**src/rtl/alarm_melody_seq.sv**
```systemverilog
// alarm_melody_seq
//   Plays a fixed 13-entry melody from a small ROM as a sequence of one-hot
//   note codes plus a tone enable. Each note is followed by a short silent
//   articulation gap; rests are silent for their full length. The melody
//   repeats REPEAT times per alarm, then the block returns to idle.
//
//   Optional feature (compile-time macro ALARM_SNOOZE_EN): a snooze request
//   silences the alarm for SNOOZE_BEATS beats, after which the melody restarts
//   from the top with a fresh repeat count. Without the macro the SNOOZE input
//   is accepted but has no effect, and no snooze state or counter exists.
//
// Ports
//   CLOCK     in   sole clock
//   RST       in   synchronous reset, active high
//   ALM_TRIG  in   start request (level, ignored while busy)
//   ALM_STOP  in   stop request (level, highest priority after RST)
//   SNOOZE    in   snooze request (only meaningful with ALARM_SNOOZE_EN)
//   music     out  one-hot note code, bit0 = DO ... bit7 = DO1
//   ALM       out  tone enable, 1 = sound
//   BUSY      out  high whenever the sequencer is not idle
//
// State   | meaning
// --------+---------------------------------------------------------------
// S_IDLE  | waiting for ALM_TRIG, all outputs low
// S_NOTE  | playing a note (ALM=1) or holding a rest (ALM=0)
// S_GAP   | articulation gap after a note, ALM=0, music unchanged
// S_END   | one-cycle end-of-pass marker, bumps the repeat count
// S_SNOOZE| silent snooze period (ALARM_SNOOZE_EN builds only)

module alarm_melody_seq #(
  parameter int BEAT_DIV     = 6250000,
  parameter int GAP_CYCLES   = 625000,
  parameter int REPEAT       = 4,
  parameter int SNOOZE_BEATS = 2400
) (
  input  logic       CLOCK,
  input  logic       RST,
  input  logic       ALM_TRIG,
  input  logic       ALM_STOP,
  input  logic       SNOOZE,
  output logic [7:0] music,
  output logic       ALM,
  output logic       BUSY
);

  // Longest entry is 4 beats; keep at least 25 bits regardless.
  localparam int CNT_W = ($clog2(4 * BEAT_DIV) > 25) ? $clog2(4 * BEAT_DIV) : 25;

  localparam logic [CNT_W-1:0] ONE      = CNT_W'(1);
  localparam logic [CNT_W-1:0] GAP_L    = CNT_W'(GAP_CYCLES);
  localparam logic [CNT_W-1:0] BEAT_L   = CNT_W'(BEAT_DIV);
  localparam logic [3:0]       REPEAT_L = 4'(REPEAT);

  typedef enum logic [2:0] {
    S_IDLE,
    S_NOTE,
    S_GAP,
`ifdef ALARM_SNOOZE_EN
    S_SNOOZE,
`endif
    S_END
  } state_t;

  state_t           state, state_nxt;
  logic [3:0]       idx, idx_nxt;
  logic [3:0]       rpt, rpt_nxt;
  logic [3:0]       rpt_inc;
  logic [CNT_W-1:0] cnt, cnt_nxt;
  logic [7:0]       music_nxt;
  logic             alm_nxt;
  logic             busy_nxt;

  logic             ld;
  logic [3:0]       ld_idx;
  logic [5:0]       entry;
  logic [CNT_W-1:0] len;

`ifdef ALARM_SNOOZE_EN
  localparam int SNZ_W = ($clog2(SNOOZE_BEATS + 1) > 1) ? $clog2(SNOOZE_BEATS + 1) : 1;
  localparam logic [SNZ_W-1:0] SNZ_L = SNZ_W'(SNOOZE_BEATS);

  // Snooze is timed as whole beats: cnt counts one beat, snz_cnt counts beats.
  logic [SNZ_W-1:0] snz_cnt, snz_nxt;
`else
  logic unused_snooze;
  assign unused_snooze = SNOOZE;
`endif

  // {note[3:0], dur[1:0]}; note 0 = rest, 15 = end marker, dur d = d+1 beats
  function automatic logic [5:0] rom(input logic [3:0] i);
    case (i)
      4'd0:    rom = {4'd1,  2'd0};
      4'd1:    rom = {4'd3,  2'd0};
      4'd2:    rom = {4'd5,  2'd0};
      4'd3:    rom = {4'd8,  2'd1};
      4'd4:    rom = {4'd5,  2'd0};
      4'd5:    rom = {4'd3,  2'd0};
      4'd6:    rom = {4'd1,  2'd1};
      4'd7:    rom = {4'd0,  2'd0};
      4'd8:    rom = {4'd8,  2'd0};
      4'd9:    rom = {4'd8,  2'd0};
      4'd10:   rom = {4'd8,  2'd1};
      4'd11:   rom = {4'd0,  2'd1};
      default: rom = {4'd15, 2'd0};
    endcase
  endfunction

  function automatic logic [CNT_W-1:0] beat_len(input logic [1:0] d);
    case (d)
      2'd0:    beat_len = CNT_W'(BEAT_DIV);
      2'd1:    beat_len = CNT_W'(2 * BEAT_DIV);
      2'd2:    beat_len = CNT_W'(3 * BEAT_DIV);
      default: beat_len = CNT_W'(4 * BEAT_DIV);
    endcase
  endfunction

  assign rpt_inc = rpt + 4'd1;

  always_comb begin
    state_nxt = state;
    idx_nxt   = idx;
    rpt_nxt   = rpt;
    cnt_nxt   = cnt;
    music_nxt = music;
    alm_nxt   = ALM;
    busy_nxt  = BUSY;
    ld        = 1'b0;
    ld_idx    = idx + 4'd1;
    entry     = '0;
    len       = '0;
`ifdef ALARM_SNOOZE_EN
    snz_nxt   = snz_cnt;
`endif

    case (state)
      S_IDLE: begin
        if (ALM_TRIG && !ALM_STOP) begin
          ld      = 1'b1;
          ld_idx  = 4'd0;
          rpt_nxt = 4'd0;
        end
      end
      S_NOTE: begin
        if (cnt == '0) begin
          // ALM high here means a sounding note (rests hold ALM low), so only
          // notes get the articulation gap.
          if (ALM && (GAP_CYCLES > 0)) begin
            state_nxt = S_GAP;
            cnt_nxt   = GAP_L - ONE;
            alm_nxt   = 1'b0;
          end else begin
            ld = 1'b1;
          end
        end else begin
          cnt_nxt = cnt - ONE;
        end
      end
      S_GAP: begin
        if (cnt == '0) ld = 1'b1;
        else           cnt_nxt = cnt - ONE;
      end
      S_END: begin
        rpt_nxt = rpt_inc;
        if (rpt_inc < REPEAT_L) begin
          ld     = 1'b1;
          ld_idx = 4'd0;
        end else begin
          state_nxt = S_IDLE;
          idx_nxt   = 4'd0;
          cnt_nxt   = '0;
          music_nxt = 8'h00;
          alm_nxt   = 1'b0;
          busy_nxt  = 1'b0;
        end
      end
`ifdef ALARM_SNOOZE_EN
      S_SNOOZE: begin
        if (cnt == '0) begin
          if (snz_cnt == '0) begin
            ld      = 1'b1;
            ld_idx  = 4'd0;
            rpt_nxt = 4'd0;
          end else begin
            snz_nxt = snz_cnt - SNZ_W'(1);
            cnt_nxt = BEAT_L - ONE;
          end
        end else begin
          cnt_nxt = cnt - ONE;
        end
      end
`endif
      default: state_nxt = S_IDLE;
    endcase

    // Entry load: the counter holds cycles remaining minus one.
    if (ld) begin
      entry    = rom(ld_idx);
      len      = beat_len(entry[1:0]);
      idx_nxt  = ld_idx;
      busy_nxt = 1'b1;
      if (entry[5:2] == 4'd15) begin
        state_nxt = S_END;
        cnt_nxt   = '0;
        alm_nxt   = 1'b0;
      end else if ((entry[5:2] >= 4'd1) && (entry[5:2] <= 4'd8)) begin
        state_nxt = S_NOTE;
        cnt_nxt   = len - GAP_L - ONE;
        alm_nxt   = 1'b1;
        music_nxt = 8'd1 << (entry[5:2] - 4'd1);
      end else begin
        state_nxt = S_NOTE;
        cnt_nxt   = len - ONE;
        alm_nxt   = 1'b0;
      end
    end

`ifdef ALARM_SNOOZE_EN
    if (SNOOZE && ((state == S_NOTE) || (state == S_GAP) || (state == S_END))) begin
      state_nxt = S_SNOOZE;
      idx_nxt   = idx;
      rpt_nxt   = rpt;
      cnt_nxt   = BEAT_L - ONE;
      snz_nxt   = SNZ_L - SNZ_W'(1);
      music_nxt = 8'h00;
      alm_nxt   = 1'b0;
      busy_nxt  = 1'b1;
    end
`endif

    if (ALM_STOP && (state != S_IDLE)) begin
      state_nxt = S_IDLE;
      idx_nxt   = 4'd0;
      rpt_nxt   = 4'd0;
      cnt_nxt   = '0;
      music_nxt = 8'h00;
      alm_nxt   = 1'b0;
      busy_nxt  = 1'b0;
`ifdef ALARM_SNOOZE_EN
      snz_nxt   = '0;
`endif
    end
  end

  always_ff @(posedge CLOCK) begin
    if (RST) begin
      state <= S_IDLE;
      idx   <= 4'd0;
      rpt   <= 4'd0;
      cnt   <= '0;
      music <= 8'h00;
      ALM   <= 1'b0;
      BUSY  <= 1'b0;
`ifdef ALARM_SNOOZE_EN
      snz_cnt <= '0;
`endif
    end else begin
      state <= state_nxt;
      idx   <= idx_nxt;
      rpt   <= rpt_nxt;
      cnt   <= cnt_nxt;
      music <= music_nxt;
      ALM   <= alm_nxt;
      BUSY  <= busy_nxt;
`ifdef ALARM_SNOOZE_EN
      snz_cnt <= snz_nxt;
`endif
    end
  end

endmodule

```
**config.mk**
```make
export PLATFORM = sky130hd
export DESIGN_NAME = alarm_melody_seq
export DESIGN_NICKNAME = d
export VERILOG_FILES = /design/src/rtl/alarm_melody_seq.sv
export SDC_FILE = /design/constraint.sdc
export NUM_CORES = 1
export LEC_CHECK = 0
export CAP_MARGIN = 20
export CORE_MARGIN = 8
export CORE_UTILIZATION = 65
export DETAILED_ROUTE_END_ITERATION = 8
export PLACE_DENSITY = 0.88
export RECOVER_POWER = 50
export SETUP_SLACK_MARGIN = 0.05
export SYNTH_ARGS = -nofsm -noshare
export SYNTH_HDL_FRONTEND = slang
export SYNTH_SLANG_ARGS = --single-unit
```
**constraint.sdc**
```tcl
create_clock -name CLOCK -period 3.8 [get_ports CLOCK]
set_input_delay 0.38 -clock CLOCK [delete_from_list [all_inputs] [get_ports CLOCK]]
set_output_delay 0.38 -clock CLOCK [all_outputs]
set_load 0.02 [all_outputs]
```
### After elaboration in Yosys (flattened, before gate mapping)

Memories as Yosys holds them, arrays and structs flattened.
Index checks and enable logic that the tools add are counted.
W data, S select, Z words.

| cells by class | value |
|---|---|
| shift-type cells | 1 |
| reduce and logical (&&, ||, !) cells | 19 |
| equality and inequality tests | 14 |
| muxes and demuxes | 44 |
| $lt $le $gt $ge | 3 |
| add/sub/neg operators | 7 |

Operators by type and width:

| kind | count |
|---|---|
| $mux W25 | 8 |
| $pmux W25 S3 | 2 |
| $sub A25 B1 Y25 const B | 3 |
| $mux W8 | 5 |
| $logic_not A25 Y1 | 1 |
| $sub A25 B20 Y25 const B | 1 |
| $mux W4 | 6 |
| $pmux W4 S2 | 2 |
| $mux W1 | 12 |
| $mux W3 | 4 |
| $ne A3 B3 Y1 const B | 4 |
| $pmux W3 S3 | 1 |
| $add A4 B1 Y4 const B | 2 |
| $reduce_and A4 Y1 | 2 |
| $shl A1 B4 Y8 const A | 1 |
| $eq A3 B2 Y1 const B | 2 |
| $mux W6 | 1 |
| $reduce_bool A3 Y1 | 2 |
| $eq A4 B4 Y1 const B | 1 |
| $ge A4 B1 Y1 const B | 1 |
| $le A4 B4 Y1 const B | 1 |
| $lt A4 B3 Y1 const B | 1 |
| $ne A2 B2 Y1 const B | 2 |
| $ne A4 B4 Y1 const B | 1 |
| 17 further kinds | 22 |

| word-level totals | value |
|---|---|
| output and inout port bits | 10 |
| memories | 1 |
| bits in registers | 46 |
| word-level logic and storage cells | 96 |
| bits in read-only memories | 80 |

Memories:

| memory | words | width | read ports | clocked after Yosys merged registers in | wr ports | line | RTL |
|---|---|---|---|---|---|---|---|
| (name not given) | 16 | 5 | 1 | 0 | 0 | 91 | `case (i)` |

### Depth between registers and ports, before layout

Gate-level depths: netlist (run 1).
An unclocked memory read counts as a cell.

| logic depth | value |
|---|---|
| depth in word-level cells | 14 |
| depth in mapped cells | 10 |

### Least setup slack after synthesis (run 1)

OpenSTA, ideal clock, no wires.

| timing | value |
|---|---|
| path kind | register to register |
| from | register rpt[0] |
| to | register cnt[15] |
| setup slack | 1.291 ns |
| period minus slack after synthesis | 2.509 ns |
| stages on the path, launching flop included | 11 |
| arrival | 2.450 ns |
| data required time | 3.742 ns |
| buffers on the path | 1 |
| cells stage by stage | dfxtp_1 > ha_1 > or2_2 > o21ai_0 > a21o_1 > clkbuf_1 > nand2_1 > and2_1 > ha_1 > nor3_1 > o221a_2 |

| on the way | value |
|---|---|
| longest elaborated chain between the ends | 14 |

RTL lines:

| what | line | RTL |
|---|---|---|
| start, declared | 66 | `logic [3:0] rpt, rpt_nxt;` |
| start signal, assigned | 259 | `rpt <= rpt_nxt;` |
| $add A4 B1 Y4 (*) | 117 | `assign rpt_inc = rpt + 4'd1;` |
| $lt A4 B3 Y1 (*) | 164 | `if (rpt_inc < REPEAT_L) begin` |
| $mux W4 | 164 |  |
| $pmux W4 S2 | 135 | `case (state)` |
| $mem_v2 Z16 W5 | -- |  |
| $mux W6 | 196 | `if (ld) begin` |
| $eq A2 B2 Y1, or another cell as far along | 109 | `case (d)` |
| $pmux W25 S3 | 109 |  |
| $mux W25 | 196 |  |
| $sub A25 B20 Y25 | 207 | `cnt_nxt = len - GAP_L - ONE;` |
| $sub A25 B1 Y25 | 207 |  |
| $mux W25 | 205 | `end else if ((entry[5:2] >= 4'd1) && (entry[5:2] <= 4'd8)) begin` |
| $mux W25 | 201 | `if (entry[5:2] == 4'd15) begin` |
| $mux W25 | 196 |  |
| end signal, assigned | 260 | `cnt <= cnt_nxt;` |
| end, declared | 68 | `logic [CNT_W-1:0] cnt, cnt_nxt;` |

Every way passes the cells marked *; elsewhere a longest branch is shown, timed or not. The select of a mux whose other input is x is not followed.
A chain may end at the register's enable or synchronous reset.

### Worst setup path in the final report (run 1)

| timing | value |
|---|---|
| from | register cnt[6] |
| to | register cnt[9] |

| on the way | value |
|---|---|
| longest elaborated chain between the ends | 5 |

RTL lines:

| what |
|---|
| parallel branches: the longest is 5 deep, another holds $sub A25 B1 Y25 |

Several ways; the timed one is not identified. The select of a mux whose other input is x is not followed.

==> impl_summary.log, run 1 <==
[metrics] GRT Residual Overflow: 0
[metrics] Synth Net Count: 402
[metrics] Inserted Clock Buffers: 5
[metrics] number of storage elements in the synthesis netlist: 45
[metrics] antenna diode count: 0
[metrics] Hold Violations, Final: 0
[metrics] Bufs and invs on worst path: 0
[metrics] startpoint type of the worst setup path: flip-flop
[metrics] routed via count: 3279
[metrics] count of clock tree sinks: 45
[metrics] I/O pins: 15
[metrics] most frequently used cell type in the post-synthesis netlist: sky130_fd_sc_hd__dfxtp_1
[metrics] outcome: complete, no violations
[metrics] Syn Inst Count: 389
[metrics] Post-Place Cell Area: 0.003202 mm^2
[metrics] first-pass iteration count of the detailed router: 5
[metrics] total of fill cells in the finished design: 378
[metrics] CP endpoint kind: flip-flop
[metrics] die area: 0.007115 mm^2
[metrics] first-pass GRT wire length: 14850 um
[metrics] post-detailed-route count of antenna-violating nets: 0
[metrics] post-DR vias/cell: 7.254
[metrics] chip width: 84.35 um
[metrics] accumulated negative setup slack: 0 ns
[metrics] core region area: 0.004598 mm^2
[metrics] initial antenna violation count: 0
[metrics] cell taking the most area after synthesis: sky130_fd_sc_hd__dfxtp_1
[metrics] total wire length: 9096 um
[metrics] max-capacitance violation count: 0
[metrics] worst-case headroom to the max-slew limit: 0.1217
[metrics] fraction of final layout cells sized beyond drive strength 1: 0.06784
[metrics] number of H-tree levels: 2
[metrics] fin crit period: 3.090 ns
[metrics] y dimension of the die: 84.35 um
[metrics] layout-stage area growth over the synthesis result: 7.499%
[metrics] classification of the worst setup path: reg -> reg
[metrics] Synth top area share: 0.2967
[metrics] CTS tree: built
[metrics] top cell types by occurrence after synthesis: sky130_fd_sc_hd__dfxtp_1 (45), sky130_fd_sc_hd__nand2_1 (34), sky130_fd_sc_hd__nor2_1 (29)
[metrics] syn_area_per_cell: 7.806 um^2
[metrics] worst hold-check path type: reg -> reg
[metrics] max-slew violation count: 0
[metrics] cell family with the largest share of critical-path delay: simple AND/OR/NAND/NOR gates
[metrics] Distinct cells, synth: 69
[metrics] sequential area share after synthesis: 0.2967
[metrics] # nets final: 410
[metrics] Initial Utilization: 0.6604
[metrics] largest stage delay on the critical path: 0.65 ns
[metrics] Hold-fix buffers, CTS: 0
[metrics] PostCTS Resize Cnt: 0
[metrics] Non-Filler Cell Area, Final: 0.003264 mm^2
[metrics] post-CTS setup buffers: 0
[metrics] cell mode on critical path: sky130_fd_sc_hd__nor2_1
[metrics] maximum number of pins on one net before global-route repair: 22
[metrics] Overall Global Routing Usage: 0.2498
[metrics] cells taking the most area after synthesis: sky130_fd_sc_hd__dfxtp_1 (30%), sky130_fd_sc_hd__a21oi_1 (4.6%), sky130_fd_sc_hd__o21ai_0 (4.3%)
[metrics] Final Cycle Share: 0.8131
[metrics] wire length per cell after detailed routing: 20.12 um
[metrics] clock-pin slew on the worst setup and hold paths: 0.10 ns
[metrics] Least-Margin Pin Slew: 1.304 ns
[metrics] Yosys Warn Count: 0
[metrics] peak clock frequency supported by timing: 0.3237 GHz
[metrics] DRC errors left: 0
[metrics] number of setup violations in the final report: 0
[metrics] flip-flop cell with the highest count after synthesis: sky130_fd_sc_hd__dfxtp_1
[metrics] Hold Slack: 0.4643 ns
[metrics] endpoint arrival time on the critical path: 3.34 ns
[metrics] post-detail-place hpwl: 6351 um
[metrics] vias in the first global route: 3069
[metrics] buffers from clock root to sink, at most: 2
[metrics] unrepaired setup endpoints after global routing: false
[metrics] ordered list of cells on the worst path: or4_1 -> nor4_4 -> and3_1 -> nor2_1 -> nor2_1 -> a311o_1
[metrics] worst-skew pair later-pin latency: 0.30 ns
[metrics] DR iter-0 viols: 571
[metrics] buffers added on ports: 13
[metrics] Post-Synthesis Cell Area: 0.003037 mm^2
[metrics] proportion of register bits with asynchronous set or reset after synthesis: 0
[metrics] count of flip-flops with a built-in enable after synthesis: 0
[metrics] Final Wtd Congestion: 0.9742
[metrics] standard-cell row count: 25
[metrics] largest fanout on the critical path: 10
[metrics] CTS root buf: sky130_fd_sc_hd__clkbuf_8
[metrics] required arrival time at the worst endpoint: 4.05 ns
[metrics] final clock skew: 0.01676 ns
[metrics] CP max stage cell: sky130_fd_sc_hd__or4_1
-- stage by stage --
stage	setup slack (ns)	std cells	utilization
6_report	0.7103	452	0.7099
5_1_grt	0.5844	452	0.7099
4_1_cts	0.8135	452	0.7137
3_5_place_dp	0.8574	444	0.6963
3_3_place_gp	0.8462	444	0.6963
2_1_floorplan	1.291	389	-
-- worst paths after layout --
kind	startpoint	end	slack (ns)	cells after the start
worst max register to register	cnt[6]$_SDFFE_PP0P_	cnt[9]$_SDFFE_PP0P_	0.71	6
worst min register to register	music[3]$_SDFF_PP0_	music[3]$_SDFF_PP0_	0.46	1
worst min-delay path	music[3]$_SDFF_PP0_	music[3]$_SDFF_PP0_	0.46	1
worst max-delay path	cnt[6]$_SDFFE_PP0P_	cnt[9]$_SDFFE_PP0P_	0.71	6
-- registers in the layout, indices dropped and copies added (netlist names) --
register,count
ALM,1
BUSY,1
cnt,25
idx,4
music,8
rpt,4
state,2
-- placed cells by master, fill, tap and decap left out, types with 10 or more instances in the layout --
| cell | netlist | layout |
|---|---|---|
| sky130_fd_sc_hd__nor3_1 | 15 | 15 |
| sky130_fd_sc_hd__nor2_1 | 29 | 30 |
| sky130_fd_sc_hd__dfxtp_1 | 45 | 45 |
| sky130_fd_sc_hd__nand3_1 | 18 | 18 |
| sky130_fd_sc_hd__and2_1 | 12 | 12 |
| sky130_fd_sc_hd__inv_1 | 12 | 12 |
| sky130_fd_sc_hd__a21oi_1 | 28 | 29 |
| sky130_fd_sc_hd__o21ai_0 | 26 | 27 |
| sky130_fd_sc_hd__dlygate4sd3_1 | 0 | 10 |
| sky130_fd_sc_hd__nand2_1 | 34 | 34 |
-- worst reg2reg max path: cells and delay by family, from the launching register on --
kind | cells | cell delay [ns]
AND/OR/NAND/NOR | 5 | 2.43
flip-flops | 1 | 0.36
AO/OA/AOI/OAI | 1 | 0.25
-- layer usage --
| layer | global-route usage | share of wire | vias to the layer above |
|---|---|---|---|
| li1 | - | - | 1484 |
| met1 | 0.3103 | 0.39 | 1500 |
| met2 | 0.3955 | 0.46 | 239 |
| met3 | 0.06002 | 0.11 | 56 |
| met4 | 0.1173 | 0.038 | 0 |
| met5 | 0 | 0 | - |
-- cells by family after synthesis --
family,synth area share
fa+ha+maj,0.03626
compound gates,0.3239
simple gates,0.2719
flops,0.2967
buf+inv,0.04038
xor+xnor,0.01442
mux,0.01648
-- area by class of cell --
cell class / count / area (um^2) / area share
multi-input combinational: 314 / 1996 / 0.6113
sequential: 45 / 900.9 / 0.2760
timing repair buffer: 19 / 175.2 / 0.05366
clock buffer: 8 / 80.08 / 0.02453
tap: 54 / 67.56 / 0.02070
inverter: 12 / 45.04 / 0.01380
Power of run 1 is left out: the tool's default activity adds up to more than one toggle a clock period on the data nets, which glitch-free logic cannot reach.
==> run 2: changes to the inputs <==
CORE_UTILIZATION = 55   (was 65)
PLACE_DENSITY = 0.8   (was 0.88)
clock period = 2.6 ns   (was 3.8 ns; I/O delays follow)
==> run 2 against run 1 <==
Maximum frequency is 23% higher; die area up 15%; register-to-register slack worse by 0.61 ns; first-iteration DRC count decreased by 39%; via count rose by 1.6%; global-route usage fell by 2.2 points; non-clock buffer count rose by 36; routed wire length is 4.9% higher; setup slack lost 0.61 ns; final cell count is 12% higher; count of clock-buffer cells in the layout down 3; critical path depth is 3 higher.
==> impl_summary.log, run 2 (synthesis results as in run 1) <==
[metrics] most utilized layer in the global route result: met2
[metrics] required arrival time at the worst endpoint: 2.81 ns
[metrics] origin of the worst min-delay path: music[3]$_SDFF_PP0_
[metrics] largest registers: cnt x25, music x8
[metrics] buffers from clock root to sink, at most: 2
[metrics] number of stages on the worst hold path: 1
[metrics] GRT Residual Overflow: 0
[metrics] initial antenna violation count: 0
[metrics] buffers added on ports: 13
[metrics] chip width: 90.31 um
[metrics] Least-Margin Pin Slew: 0.5178 ns
[metrics] post-detail-place hpwl: 6984 um
[metrics] Non-Filler Cell Area, Final: 0.003595 mm^2
[metrics] fraction of final layout cells sized beyond drive strength 1: 0.1636
[metrics] first-pass iteration count of the detailed router: 5
[metrics] startpoint type of the worst setup path: flip-flop
[metrics] wire length per cell after detailed routing: 18.85 um
[metrics] clock-pin slew on the worst setup and hold paths: 0.10 ns
[metrics] largest fanout on the critical path: 10
[metrics] max-slew violation count: 0
[metrics] Hold Violations, Final: 0
[metrics] VDD IR-drop max: 0.0007244 V
[metrics] DR iter-0 viols: 351
[metrics] count of clock tree sinks: 45
[metrics] filler-free cell count of the finished design: 506
[metrics] largest register by flop count: cnt
[metrics] standard-cell row count: 27
[metrics] Power Density: 1601 mW/mm^2
[metrics] met1 Resource Use GR: 0.2795
[metrics] final critical-path setup slack: 0.09702 ns
[metrics] CP max stage cell: sky130_fd_sc_hd__dfxtp_1
[metrics] y dimension of the die: 90.31 um
[metrics] layout-stage area growth over the synthesis result: 18.38%
[metrics] I/O pins: 15
[metrics] routed via count: 3331
[metrics] peak clock frequency supported by timing: 0.3995 GHz
[metrics] core region area: 0.005405 mm^2
[metrics] max-capacitance violation count: 0
[metrics] accumulated negative setup slack: 0 ns
[metrics] leading cell type in the layout, fill and taps excluded: sky130_fd_sc_hd__dfxtp_1
[metrics] # nets final: 446
[metrics] post-DR vias/cell: 6.583
[metrics] total of fill cells in the finished design: 458
[metrics] Final Wtd Congestion: 0.9636
[metrics] worst-case headroom to the max-slew limit: 0.6525
[metrics] Worst Reg-to-Reg Cells: 9
[metrics] Post-Place Setup Slack: 0.05334 ns
[metrics] Inserted Clock Buffers: 5
[metrics] number of setup violations in the final report: 0
[metrics] CP endpoint kind: flip-flop
[metrics] DRC errors left: 0
[metrics] Final Cycle Share: 0.9627
[metrics] overall power after layout: 5.753 mW
[metrics] number of H-tree levels: 2
[metrics] end point of the most critical hold path: music[3]$_SDFF_PP0_
[metrics] worst hold-check path type: reg -> reg
[metrics] antenna diode count: 0
[metrics] worst-skew pair later-pin latency: 0.32 ns
[metrics] CTS root buf: sky130_fd_sc_hd__clkbuf_8
[metrics] die area: 0.008155 mm^2
[metrics] CTS tree: built
[metrics] post-detailed-route count of antenna-violating nets: 0
[metrics] number of placed cells counting well taps: 494
[metrics] outcome: complete, no violations
[metrics] Hold Slack: 0.4593 ns
[metrics] Reg2Reg Launch Point: cnt[1]$_SDFFE_PP0P_
[metrics] largest stage delay on the critical path: 0.39 ns
[metrics] met2 track demand over resource in global routing: 0.3693
[metrics] end-of-flow core utilization: 0.6650
[metrics] Post-Place Cell Area: 0.003465 mm^2
[metrics] Static Leak: 1.463 nW
[metrics] fin crit period: 2.503 ns
[metrics] terminus of the critical flop-to-flop path: cnt[9]$_SDFFE_PP0P_
[metrics] endpoint arrival time on the critical path: 2.72 ns
[metrics] unrepaired setup endpoints after global routing: true
[metrics] vias in the first global route: 3243
[metrics] Largest register FFs: 25
[metrics] maximum number of pins on one net before global-route repair: 21
[metrics] Overall Global Routing Usage: 0.2276
[metrics] final clock skew: 0.01199 ns
[metrics] total wire length: 9539 um
[metrics] Initial Utilization: 0.5618
[metrics] reg2reg setup slack: 0.1 ns
[metrics] classification of the worst setup path: reg -> reg
[metrics] GRT met3 Usage: 0.04406
[metrics] ordered list of cells on the worst path: inv_1 -> ha_1 -> nor4b_2 -> and4_2 -> and3_2 -> nor2_4 -> buf_4 -> nor2_1 -> a311o_1
[metrics] most frequent cells in the layout: sky130_fd_sc_hd__dfxtp_1 (45), sky130_fd_sc_hd__buf_4 (36), sky130_fd_sc_hd__nand2_1 (33)
[metrics] first-pass GRT wire length: 15530 um
-- run 2: cell count changes in the layout (fill, tap and decap cells not counted), sizes merged --
| cell | before | now |
|---|---|---|
| clkbuf | 8 | 11 |
| clkinv | 0 | 3 |
| buf | 6 | 36 |
-- run 2: area by class of cell --
type                            count  area [um^2]  area share
Clock buffer                        5        68.82     0.01914
Clock inverter                      3        22.52    0.006265
Inverter                           12        45.04     0.01253
Multi-Input combinational cell    314         2044      0.5687
Sequential cell                    45        900.9      0.2506
Tap cell                           72        90.09     0.02506
Timing Repair Buffer               55        422.9      0.1176
-- run 2: what timing repair did --
action | CTS | global route
hold buffers | 0 | 0
gates resized for setup | 0 | 9
buffers inserted | 0 | 4
pin swaps | 1 | 3
setup endpoints to repair | 1 | 34
endpoints found under the hold margin | 0 | 0
gates cloned | 0 | 0
-- run 2: how the worst max path moves through the flow --
stage / to / slack (ns) / cells past startpoint / from
floorplan: cnt[15]$_SDFFE_PP0P_ / 0.09 / 10 / rpt[0]$_SDFFE_PP0P_
CTS: cnt[4]$_SDFFE_PP0P_ / 0.06 / 9 / cnt[1]$_SDFFE_PP0P_
finish: cnt[9]$_SDFFE_PP0P_ / 0.1 / 9 / cnt[1]$_SDFFE_PP0P_
global placement: cnt[4]$_SDFFE_PP0P_ / 0.12 / 9 / cnt[1]$_SDFFE_PP0P_
detailed placement: cnt[4]$_SDFFE_PP0P_ / 0.05 / 9 / cnt[1]$_SDFFE_PP0P_
global route: cnt[11]$_SDFFE_PP0P_ / 0.005 / 7 / cnt[12]$_SDFFE_PP0P_
-- run 2: power breakdown --
part | internal (mW) | switching (mW)
Clock | 0.191 | 0.276
Sequential | 0.897 | 0.199
Combinational | 1.67 | 2.52
Total | 2.76 | 2.99
-- run 2: routing by layer --
layer  vias up  share of wire
met5         -              0
met4         0          0.040
met3        43          0.078
met2       182           0.46
met1      1541           0.42
li1       1565              -
-- run 2: worst max-delay path: cells and delay by family, from the launching register on --
family | cells | cell delay, ns
AOI/OAI and AO/OA | 1 | 0.32
buffers and inverters | 2 | 0.31
and+or+nand+nor | 5 | 1.16
adders and majority gates | 1 | 0.24
DFF | 1 | 0.39
Power figures use the tool's default switching activity.
